File: src/rtl/btn_beep_gen_pkg.sv
// Shared definitions for the button-feedback buzzer: FSM state encoding and
// the millisecond / tone divider formulas that other ms-based timers reuse.
package btn_beep_gen_pkg;

  typedef enum logic [1:0] {
    ST_IDLE = 2'd0,
    ST_BEEP = 2'd1,
    ST_GAP  = 2'd2
  } state_e;

  localparam int MS_PER_S = 1000;

  // Clock cycles per millisecond.
  function automatic int tick_cycles(input int clk_hz);
    return clk_hz / MS_PER_S;
  endfunction

  // Clock cycles per half period of a square wave at tone_hz.
  function automatic int half_cycles(input int clk_hz, input int tone_hz);
    return clk_hz / (2 * tone_hz);
  endfunction

  // Counter width able to hold 0..n-1 (never less than one bit).
  function automatic int cnt_width(input int n);
    return (n < 2) ? 1 : $clog2(n);
  endfunction

endpackage

File: src/rtl/btn_beep_gen_if.sv
// Event-in / buzzer-out bundle between the button logic and the beep generator.
interface btn_beep_gen_if;
  logic       i_trig;
  logic       o_buzz;
  logic       o_busy;
  logic [1:0] o_pend;
  logic       o_drop;

  modport master (
    output i_trig,
    input  o_buzz,
    input  o_busy,
    input  o_pend,
    input  o_drop
  );

  modport slave (
    input  i_trig,
    output o_buzz,
    output o_busy,
    output o_pend,
    output o_drop
  );
endinterface

File: src/rtl/btn_beep_gen_tone_div.sv
// Square-wave tone divider. While enabled it toggles its output every HALF
// cycles; a clear restarts the phase with the output high so every burst
// starts identically. Disabled means silent (output low).
module btn_beep_gen_tone_div #(
  parameter int HALF = 5
) (
  input  logic clk,
  input  logic reset,
  input  logic en_i,
  input  logic clr_i,
  output logic tone_o
);
  import btn_beep_gen_pkg::*;

  localparam int              HW        = cnt_width(HALF);
  localparam logic [HW-1:0]   HALF_LAST = HW'(HALF - 1);

  logic [HW-1:0] cnt_q;
  logic          tone_q;

  // Half-period counter and toggling tone output.
  always_ff @(posedge clk or negedge reset) begin
    if (!reset) begin
      cnt_q  <= {HW{1'b0}};
      tone_q <= 1'b0;
    end else if (!en_i) begin
      cnt_q  <= {HW{1'b0}};
      tone_q <= 1'b0;
    end else if (clr_i) begin
      cnt_q  <= {HW{1'b0}};
      tone_q <= 1'b1;
    end else if (cnt_q == HALF_LAST) begin
      cnt_q  <= {HW{1'b0}};
      tone_q <= ~tone_q;
    end else begin
      cnt_q  <= cnt_q + HW'(1);
      tone_q <= tone_q;
    end
  end

  assign tone_o = tone_q;

endmodule

File: src/rtl/btn_beep_gen.sv
// Button beep generator: each accepted trigger produces a fixed-length tone
// burst followed by a mandatory silent gap. Triggers arriving while busy are
// queued in a saturating pending counter; overflow produces a drop pulse.
module btn_beep_gen
  import btn_beep_gen_pkg::*;
#(
  parameter int CLK_HZ   = 100_000_000,
  parameter int TONE_HZ  = 2_000,
  parameter int BEEP_MS  = 100,
  parameter int GAP_MS   = 50,
  parameter int MAX_PEND = 3
) (
  input logic           clk,
  input logic           reset,
  btn_beep_gen_if.slave bus
);

  localparam int TICK   = tick_cycles(CLK_HZ);
  localparam int HALF   = half_cycles(CLK_HZ, TONE_HZ);
  localparam int MS_MAX = (BEEP_MS > GAP_MS) ? BEEP_MS : GAP_MS;
  localparam int TW     = cnt_width(TICK);
  localparam int MW     = cnt_width(MS_MAX);

  localparam logic [TW-1:0] TICK_LAST = TW'(TICK - 1);
  localparam logic [MW-1:0] BEEP_LAST = MW'(BEEP_MS - 1);
  localparam logic [MW-1:0] GAP_LAST  = MW'(GAP_MS - 1);
  localparam logic [1:0]    PEND_MAX  = 2'(MAX_PEND);

  state_e        state_q, state_d;
  logic [TW-1:0] tick_q;
  logic [MW-1:0] ms_q;
  logic [1:0]    pend_q, pend_d;
  logic          drop_q, drop_d;
  logic          busy_q;
  logic          trig;
  logic          tick_end;
  logic          beep_done;
  logic          gap_done;
  logic          tone_en;
  logic          tone_clr;
  logic          tone;

  assign trig      = bus.i_trig;
  assign tick_end  = (tick_q == TICK_LAST);
  assign beep_done = (state_q == ST_BEEP) && tick_end && (ms_q == BEEP_LAST);
  assign gap_done  = (state_q == ST_GAP)  && tick_end && (ms_q == GAP_LAST);

  // Next state, queue update and overflow detection.
  always_comb begin
    state_d = state_q;
    pend_d  = pend_q;
    drop_d  = 1'b0;
    case (state_q)
      ST_IDLE: begin
        if (trig) begin
          state_d = ST_BEEP;
        end else begin
          state_d = ST_IDLE;
        end
      end
      ST_BEEP, ST_GAP: begin
        if (gap_done) begin
          // A trigger landing on the dequeue cycle replaces the dequeued entry.
          if (pend_q != 2'd0) begin
            state_d = ST_BEEP;
            if (!trig) begin
              pend_d = pend_q - 2'd1;
            end else begin
              pend_d = pend_q;
            end
          end else if (trig) begin
            state_d = ST_BEEP;
          end else begin
            state_d = ST_IDLE;
          end
        end else begin
          if (beep_done) begin
            state_d = ST_GAP;
          end else begin
            state_d = state_q;
          end
          if (trig) begin
            if (pend_q < PEND_MAX) begin
              pend_d = pend_q + 2'd1;
            end else begin
              drop_d = 1'b1;
            end
          end else begin
            pend_d = pend_q;
          end
        end
      end
      default: begin
        state_d = ST_IDLE;
        pend_d  = 2'd0;
      end
    endcase
  end

  // FSM state plus registered busy / pending / drop outputs.
  always_ff @(posedge clk or negedge reset) begin
    if (!reset) begin
      state_q <= ST_IDLE;
      pend_q  <= 2'd0;
      drop_q  <= 1'b0;
      busy_q  <= 1'b0;
    end else begin
      state_q <= state_d;
      pend_q  <= pend_d;
      drop_q  <= drop_d;
      busy_q  <= (state_d != ST_IDLE);
    end
  end

  // Duration counters: restart on every state entry so each phase is exact.
  always_ff @(posedge clk or negedge reset) begin
    if (!reset) begin
      tick_q <= {TW{1'b0}};
      ms_q   <= {MW{1'b0}};
    end else if ((state_d != state_q) || (state_q == ST_IDLE)) begin
      tick_q <= {TW{1'b0}};
      ms_q   <= {MW{1'b0}};
    end else if (tick_end) begin
      tick_q <= {TW{1'b0}};
      ms_q   <= ms_q + MW'(1);
    end else begin
      tick_q <= tick_q + TW'(1);
      ms_q   <= ms_q;
    end
  end

  // The tone runs only while the next state is BEEP and restarts on burst entry.
  assign tone_en  = (state_d == ST_BEEP);
  assign tone_clr = (state_q != ST_BEEP);

  btn_beep_gen_tone_div #(
    .HALF (HALF)
  ) u_tone_div (
    .clk    (clk),
    .reset  (reset),
    .en_i   (tone_en),
    .clr_i  (tone_clr),
    .tone_o (tone)
  );

  assign bus.o_buzz = tone;
  assign bus.o_busy = busy_q;
  assign bus.o_pend = pend_q;
  assign bus.o_drop = drop_q;

endmodule
File: src/flat_wrapper.sv
// flat-port wrapper written by rule: the top's interface ports become plain ports
module btn_beep_gen_flat import btn_beep_gen_pkg::*;
#(
  parameter int CLK_HZ   = 100_000_000,
  parameter int TONE_HZ  = 2_000,
  parameter int BEEP_MS  = 100,
  parameter int GAP_MS   = 50,
  parameter int MAX_PEND = 3
)
  (clk, reset, bus_i_trig, bus_o_buzz, bus_o_busy, bus_o_pend, bus_o_drop);
  btn_beep_gen_if bus_i ();
  input logic clk;
  input logic reset;
  input wire logic [$bits(bus_i.i_trig)-1:0] bus_i_trig;
  output wire logic [$bits(bus_i.o_buzz)-1:0] bus_o_buzz;
  output wire logic [$bits(bus_i.o_busy)-1:0] bus_o_busy;
  output wire logic [$bits(bus_i.o_pend)-1:0] bus_o_pend;
  output wire logic [$bits(bus_i.o_drop)-1:0] bus_o_drop;
  assign bus_i.i_trig = bus_i_trig;
  assign bus_o_buzz = bus_i.o_buzz;
  assign bus_o_busy = bus_i.o_busy;
  assign bus_o_pend = bus_i.o_pend;
  assign bus_o_drop = bus_i.o_drop;
  btn_beep_gen #(.CLK_HZ(CLK_HZ), .TONE_HZ(TONE_HZ), .BEEP_MS(BEEP_MS), .GAP_MS(GAP_MS), .MAX_PEND(MAX_PEND)) u_core (.clk(clk), .reset(reset), .bus(bus_i));
endmodule
File: config.mk
export PLATFORM = sky130hd
export DESIGN_NAME = btn_beep_gen_flat
export DESIGN_NICKNAME = d
export VERILOG_FILES = /design/src/rtl/btn_beep_gen_pkg.sv /design/src/rtl/btn_beep_gen_if.sv /design/src/rtl/btn_beep_gen_tone_div.sv /design/src/rtl/btn_beep_gen.sv /design/src/flat_wrapper.sv
export SDC_FILE = /design/constraint.sdc
export NUM_CORES = 1
export LEC_CHECK = 0
export ABC_CLOCK_PERIOD_IN_PS = 2100
export CAP_MARGIN = 5
export CORE_ASPECT_RATIO = 1.25
export CORE_MARGIN = 2
export CORE_UTILIZATION = 45
export CTS_BUF_LIST = sky130_fd_sc_hd__clkbuf_4
export DETAILED_ROUTE_END_ITERATION = 8
export HOLD_SLACK_MARGIN = 0.03
export PLACE_DENSITY_LB_ADDON = 0.08
export SLEW_MARGIN = 20
export SYNTH_ARGS = -nofsm -noshare
export SYNTH_HDL_FRONTEND = slang
export SYNTH_HIERARCHICAL = 1
export SYNTH_SLANG_ARGS = --single-unit
File: constraint.sdc
create_clock -name clk -period 2.1 [get_ports clk]
set_input_delay 0.42 -clock clk [delete_from_list [all_inputs] [get_ports clk]]
set_output_delay 0.42 -clock clk [all_outputs]
set_load 0.005 [all_outputs]
After elaboration in Yosys (flattened, before gate mapping)
Index checks and enable logic that the tools add are counted.

cells by class
  $add $sub $neg = 5
  order comparisons = 1
  equality and inequality tests = 14
  mux-type cells = 25
  bitwise logic cells = 2
  reductions and logical operators = 11

operators by type and width
  kind                   number
  $mux 15                3
  $mux 17                2
  $add 17x1->17 const B  1
  $eq 17x17->1 const B   1
  $add 15x1->15 const B  1
  $eq 15x15->1 const B   1
  $mux 2                 7
  $mux 7                 2
  $mux 1                 9
  $pmux 2 s2             2
  $add 7x1->7 const B    1
  $eq 7x6->1 const B     1
  $eq 7x7->1 const B     1
  $ne 3x1->1 const B     2
  $ne 3x3->1 const B     2
  $reduce_bool 2->1      3
  $reduce_and 5->1       1
  $eq 2x1->1 const B     2
  $logic_and 1x1->1      4
  $ne 3x2->1 const B     1
  $add 2x1->2 const B    1
  $eq 2x2->1 const B     1
  $logic_not 2->1        1
  $lt 2x2->1 const B     1
  other kinds (6)        7

word-level totals
  register bits after elaboration = 46
  bits of input ports = 3
  output and inout bits = 5
  logic and storage cells = 66

Depth between registers and ports, before layout
  depth in word-level cells = 9
  gate-level depth with buffers = 10
  gate-level depth less buffers = 9

Modules after synthesis
The synthesis kept the hierarchy.

modules (own cells, without submodules)
  module                 times used  cells an instance  area an instance (µm²)
  btn_beep_gen           1           182                1818.0
  btn_beep_gen_tone_div  1           79                 798.3

Worst setup path before layout
Ideal clock, no wire load.

  kind = register -> register
  start point = register u_core.state_q[0]
  end point = register u_core.u_tone_div.cnt_q[12]
  library setup time = 0.071 ns
  data arrival time = 2.134 ns
  data required time = 2.029 ns
  setup slack = -0.105 ns
  stages on the path, launching flop included = 11
  clock period less this slack = 2.205 ns
  cell sequence = dfrtp_1 -> inv_1 -> ha_1 -> or2b_1 -> or2_2 -> nor3_1 -> nor2_1 -> nor2_1 -> nand3b_1 -> buf_4 -> nor2_1

on the way
  longest elaborated chain between the ends = 8
  elaborated cells between the ends (all ways) = 15
  those cells by class = 4 x eq/ne; 5 x mux; 6 x reduce/logical

ends and longest elaborated chain
  what                             line                                    RTL
  from (decl)                      btn_beep_gen.sv:29                      state_e state_q, state_d;
  from (signal assigned)           btn_beep_gen.sv:108                     state_q <= state_d;
  $eq 2x1->1                       btn_beep_gen.sv:45, btn_beep_gen.sv:53
  $logic_and 1x1->1 (2 in series)  btn_beep_gen.sv:45                      assign beep_done = (state_q == ST_BEEP) && tick_end && (ms_q == BEEP_LAST);
  $mux 2                           btn_beep_gen.sv:77                      if (beep_done) begin
  $mux 2                           btn_beep_gen.sv:62                      if (gap_done) begin
  $pmux 2 s2 *                     btn_beep_gen.sv:53                      case (state_q)
  $eq 2x1->1 *                     btn_beep_gen.sv:133                     assign tone_en = (state_d == ST_BEEP);
  named net u_core.tone_en         btn_beep_gen.sv:39                      logic tone_en;
  $mux 15 *                        btn_beep_gen_tone_div.sv:26             end else if (!en_i) begin
  to (signal assigned)             btn_beep_gen_tone_div.sv:24             cnt_q <= {HW{1'b0}};
  to (signal assigned)             btn_beep_gen_tone_div.sv:27             cnt_q <= {HW{1'b0}};
  to (signal assigned)             btn_beep_gen_tone_div.sv:30             cnt_q <= {HW{1'b0}};
  to (decl)                        btn_beep_gen_tone_div.sv:18             logic [HW-1:0] cnt_q;

The timed path passes the listed nets; every way through them passes the cells marked *.
A chain may end at the register's enable or synchronous reset.

Worst setup path in the final report
  start point = register u_core.state_q[0]
  end point = register u_core.u_tone_div.cnt_q[4]

The elaborated chain is that of the path after synthesis.

==> summary by stage <==
STA
After layout, the minimum clock period comes to ~2100 ps. The final worst-path cycle share is 0.9985. Setup repair after global routing could not meet its margin everywhere. On the final layout, the worst clock skew is approximately 22 ps.

The slew at the pin closest to its max-slew limit is 471.3 ps. The hold violation total from the final report came to 0. The number of slew-limit violations in the final report came to 0. The number of setup violations in the final report is 0. The highest achievable clock rate is between 0.4 and 0.5 GHz. The worst relative slew slack is 0.6858.

The smallest setup slack after layout is 3.049 ps.

Synthesis
The Yosys warning count is 6. The top cell type by total area after synthesis is sky130_fd_sc_hd__dfrtp_1. The synthesized net count is 272.

The commonest cells after synthesis are sky130_fd_sc_hd__dfrtp_1, sky130_fd_sc_hd__nor2_1, sky130_fd_sc_hd__xor2_1, sky130_fd_sc_hd__nand3_1, sky130_fd_sc_hd__xnor2_1. For this run, the leading register cell type out of synthesis is sky130_fd_sc_hd__dfrtp_1. For this run, the register share of the synthesized area comes to 0.4400. The gate count of the mapped netlist is 261. The top cell type's share of synthesized area is 0.4400. By area the synthesized netlist is led by sky130_fd_sc_hd__dfrtp_1, sky130_fd_sc_hd__xor2_1, sky130_fd_sc_hd__nor2_1. In this run, distinct cell masters in the synthesized netlist total 58.

The post-synthesis register bit count is 46. The mapped netlist covers 0.002616 mm^2. Counting flops with an async set or reset pin after synthesis yields a share of 1.000. The cell with the most instances after synthesis is sky130_fd_sc_hd__dfrtp_1. Averaged over all synthesized cells, the footprint is 10.02 um^2. Counting flops with a built-in enable in the synthesized netlist gives 0.

Detailed routing
The remaining antenna violation count after routing is 0. The number of violations reported at the end of detailed-routing iteration 0 is between 60 and 70. The detailed-route wire length per cell is between 10 and 15 um. The total length of routed wires is 5235 um. The via density per instance is 5.348. The first TritonRoute pass finished after 4 iterations. The count of unresolved DRC violations after routing is 0.

The total vias in the final route is 1952.

Min path
The class of the tightest hold or removal check is primary input to asynchronous set/reset pin.

Critical path
The critical path goes through inv_2 -> ha_4 -> or2b_1 -> or2_4 -> nor3_4 -> nor2_2 -> nor2_2 -> nand3b_1 -> buf_6 -> nor2_2. The number of buffers and inverters on the critical path is 2. STA classifies the critical path endpoint as a flop. The cell type of the slowest stage on the worst timing path is sky130_fd_sc_hd__dfrtp_1. The maximum single-stage delay on the critical path is 440 ps. Data arrives at the worst endpoint at 2420 ps. In this design, the largest share of critical-path delay is due to simple AND/OR/NAND/NOR gates. The required time at the worst-slack endpoint is 2420 ps.

The critical path is of the flop to flop type. The cell that appears most often on the critical path is sky130_fd_sc_hd__nor2_2. The startpoint kind of the worst setup timing path is a flop.

The maximum fanout encountered on the critical timing path is 8.

Global route
The via count of the first global-routing pass came to roughly 1900. The total overflow left after global routing is 0. For this run, the total global-route usage over all layers was measured as 0.1723. The first global-routing pass estimated 8735 um of wire. The largest net degree at the start of global routing is 28.

The number of antenna violations at the first check in global routing was 0.

Power
Of the total power, registers draw 0.415. The clock power share is 0.173. After layout, the design draws a total of 2526 uW. The relative contribution of combinational cells to total power is 0.412. Cell internal power was estimated by the tool at 1609 uW. In this run the power density over the cells is a little over 800 mW/mm^2.

IR analysis of the VDD net gives a maximum drop of 462.1 uV. The analysis attributes to net switching a power of 917.3 uW. The share of total power consumed by net switching is 0.3631. The leakage power figure is 0.001296 uW.

Floorplanning
The floorplan step set the die width to 72.20 um. The die is 89.25 um tall. The floorplan step defined a core boundary enclosing around 0.0057 mm^2.

The initial core utilization is 0.4589. The die area is approximately 0.0064 mm^2. The I/O pin count is 8. The initialized floorplan defines 31 standard-cell rows.

Clock tree
The number of H-tree levels is 2. In this run the clock root is driven by a sky130_fd_sc_hd__clkbuf_4. In this run, CTS created clock tree buffers numbering 5. The latest clock arrival within the worst-skew pair is 370 ps. Clock-pin slew was measured on the worst setup and hold paths at 160 ps. The maximum clock insertion buffer count is 2.

The sink count of the clock tree is 46. TritonCTS built the clock tree.

Layout
For this run, the post-layout net count is 309. The repair_antennas step left the layout with diodes totalling 0. The fraction of layout cells with a size suffix above 1 is 0.2977. Relative to the synthesized area, the layout overhead comes to 19.99%.

Placement
Port buffering added 7 buffers. The congestion estimate from routability-driven global placement came to between 0.7 and 0.8. The placed wire-length estimate after detailed placement is around 3700 um. The setup slack at placement is -44.16 ps.

Run status
The flow ran to the end, and the final reports show no timing, DRC or antenna violations.

Job
Across the run, the number of max-cap violations was 0.
placed cells by master (no fill, tap or decap), drive strengths merged, types with 2 or more instances in the layout:
cell type      netlist  routed
and4                 4       4
and4bb               2       2
and3                 6       6
nand3               17      17
ha                   8       8
clkbuf               0       5
nor3                 6       6
nor3b                2       2
a21oi                4       4
o21a                 2       2
nand2b               3       3
or3                  4       4
inv                  8       9
or2                  4       4
nor2b                2       2
nand4b               3       3
o21ai                4       4
clkdlybuf4s50        0       6
nand2               13      13
mux2i                2       2
and2                 4       4
xor2                19      19
dfrtp               46      46
nor4                 4       4
nand4               11      11
xnor2               14      14
buf                  6      29
nor2                45      45
stage by stage:
| step | std cells | setup TNS [ps] | utilization | hold slack, ps | cell area (um^2) |
|---|---|---|---|---|---|
| after floorplan | 261 | 0 | - | 124.4 | 2643 |
| after global routing | 365 | -1461 | 0.5506 | 544.8 | 3139 |
| after detailed placement | 349 | -579.7 | 0.5113 | 403.2 | 2915 |
| after global placement | 349 | -167.1 | 0.5113 | 403.3 | 2915 |
| after CTS | 359 | 0 | 0.5245 | 503.1 | 2990 |
| final | 365 | 0 | 0.5506 | 503.0 | 3139 |
per-layer routing:
layer,GRT usage,up-vias,routed length [um]
li1,-,991,-
met1,0.2162,932,2333
met2,0.2944,18,2680
met3,0.03044,11,122
met4,0.06861,0,99
met5,0,-,0
power by group through the flow:
stage                     registers [uW]  clock network [uW]  logic [uW]
after floorplan                     1060                   0         567
after global placement              1060                   0         910
after detailed placement            1060                   0         907
after CTS                           1040                 468         913
after global routing                1060                 493        1140
final                               1050                 436        1040
layout make-up:
class / count / area, um^2
timing repair buffer: 36 / 317.8
multi-input combinational: 201 / 1500
tap: 66 / 82.58
clock inverter: 3 / 20.02
sequential: 46 / 1151
clock buffer: 5 / 37.54
fill: 534 / 2562
inverter: 8 / 30.03
registers in the layout, summed over array words and instances, names as in the netlist:
register and count:
u_core/tick_q 17, u_core/bus.o_busy 1, u_core/ms_q 7, u_core/u_tone_div/tone_o 1, u_core/state_q 2, u_core/u_tone_div/cnt_q 15, u_core/bus.o_pend 2, u_core/bus.o_drop 1
cells by family (layout without fill, tap and decap cells):
| family | Yosys count | after routing | synth area share |
|---|---|---|---|
| AOI/OAI and AO/OA | 20 | 20 | 0.05883 |
| xor gates and xnor gates | 33 | 33 | 0.1105 |
| adders and majority gates | 8 | 8 | 0.03826 |
| buffers and inverters | 14 | 52 | 0.03204 |
| DFF | 46 | 46 | 0.4400 |
| muxes | 2 | 2 | 0.007652 |
| and+or+nand+nor | 138 | 138 | 0.3128 |
final timing paths:
| path | slack [ps] | startpoint | cells past startpoint | endpoint |
|---|---|---|---|---|
| max | 3 | u_core/state_q[0] | 10 | u_core/u_tone_div/cnt_q[4] |
| min | 500 | reset | 2 | u_core/u_tone_div/cnt_q[13] |
| max reg2reg | 3 | u_core/state_q[0] | 10 | u_core/u_tone_div/cnt_q[4] |
| min reg2reg | 540 | u_core/u_tone_div/cnt_q[0] | 1 | u_core/u_tone_div/cnt_q[0] |
| max in group asynchronous | 1070 | reset | 3 | u_core/ms_q[5] |
| min in group clk | 540 | u_core/u_tone_div/cnt_q[0] | 1 | u_core/u_tone_div/cnt_q[0] |
what timing repair did:
item	CTS	global route
setup endpoints to repair	3	24
setup buffers	1	5
hold buffers	1	0
cloned	0	1
pin swaps	0	8
endpoints found under the hold margin	19	0
gates resized for setup	0	32
(Power assumes the default switching activity.)
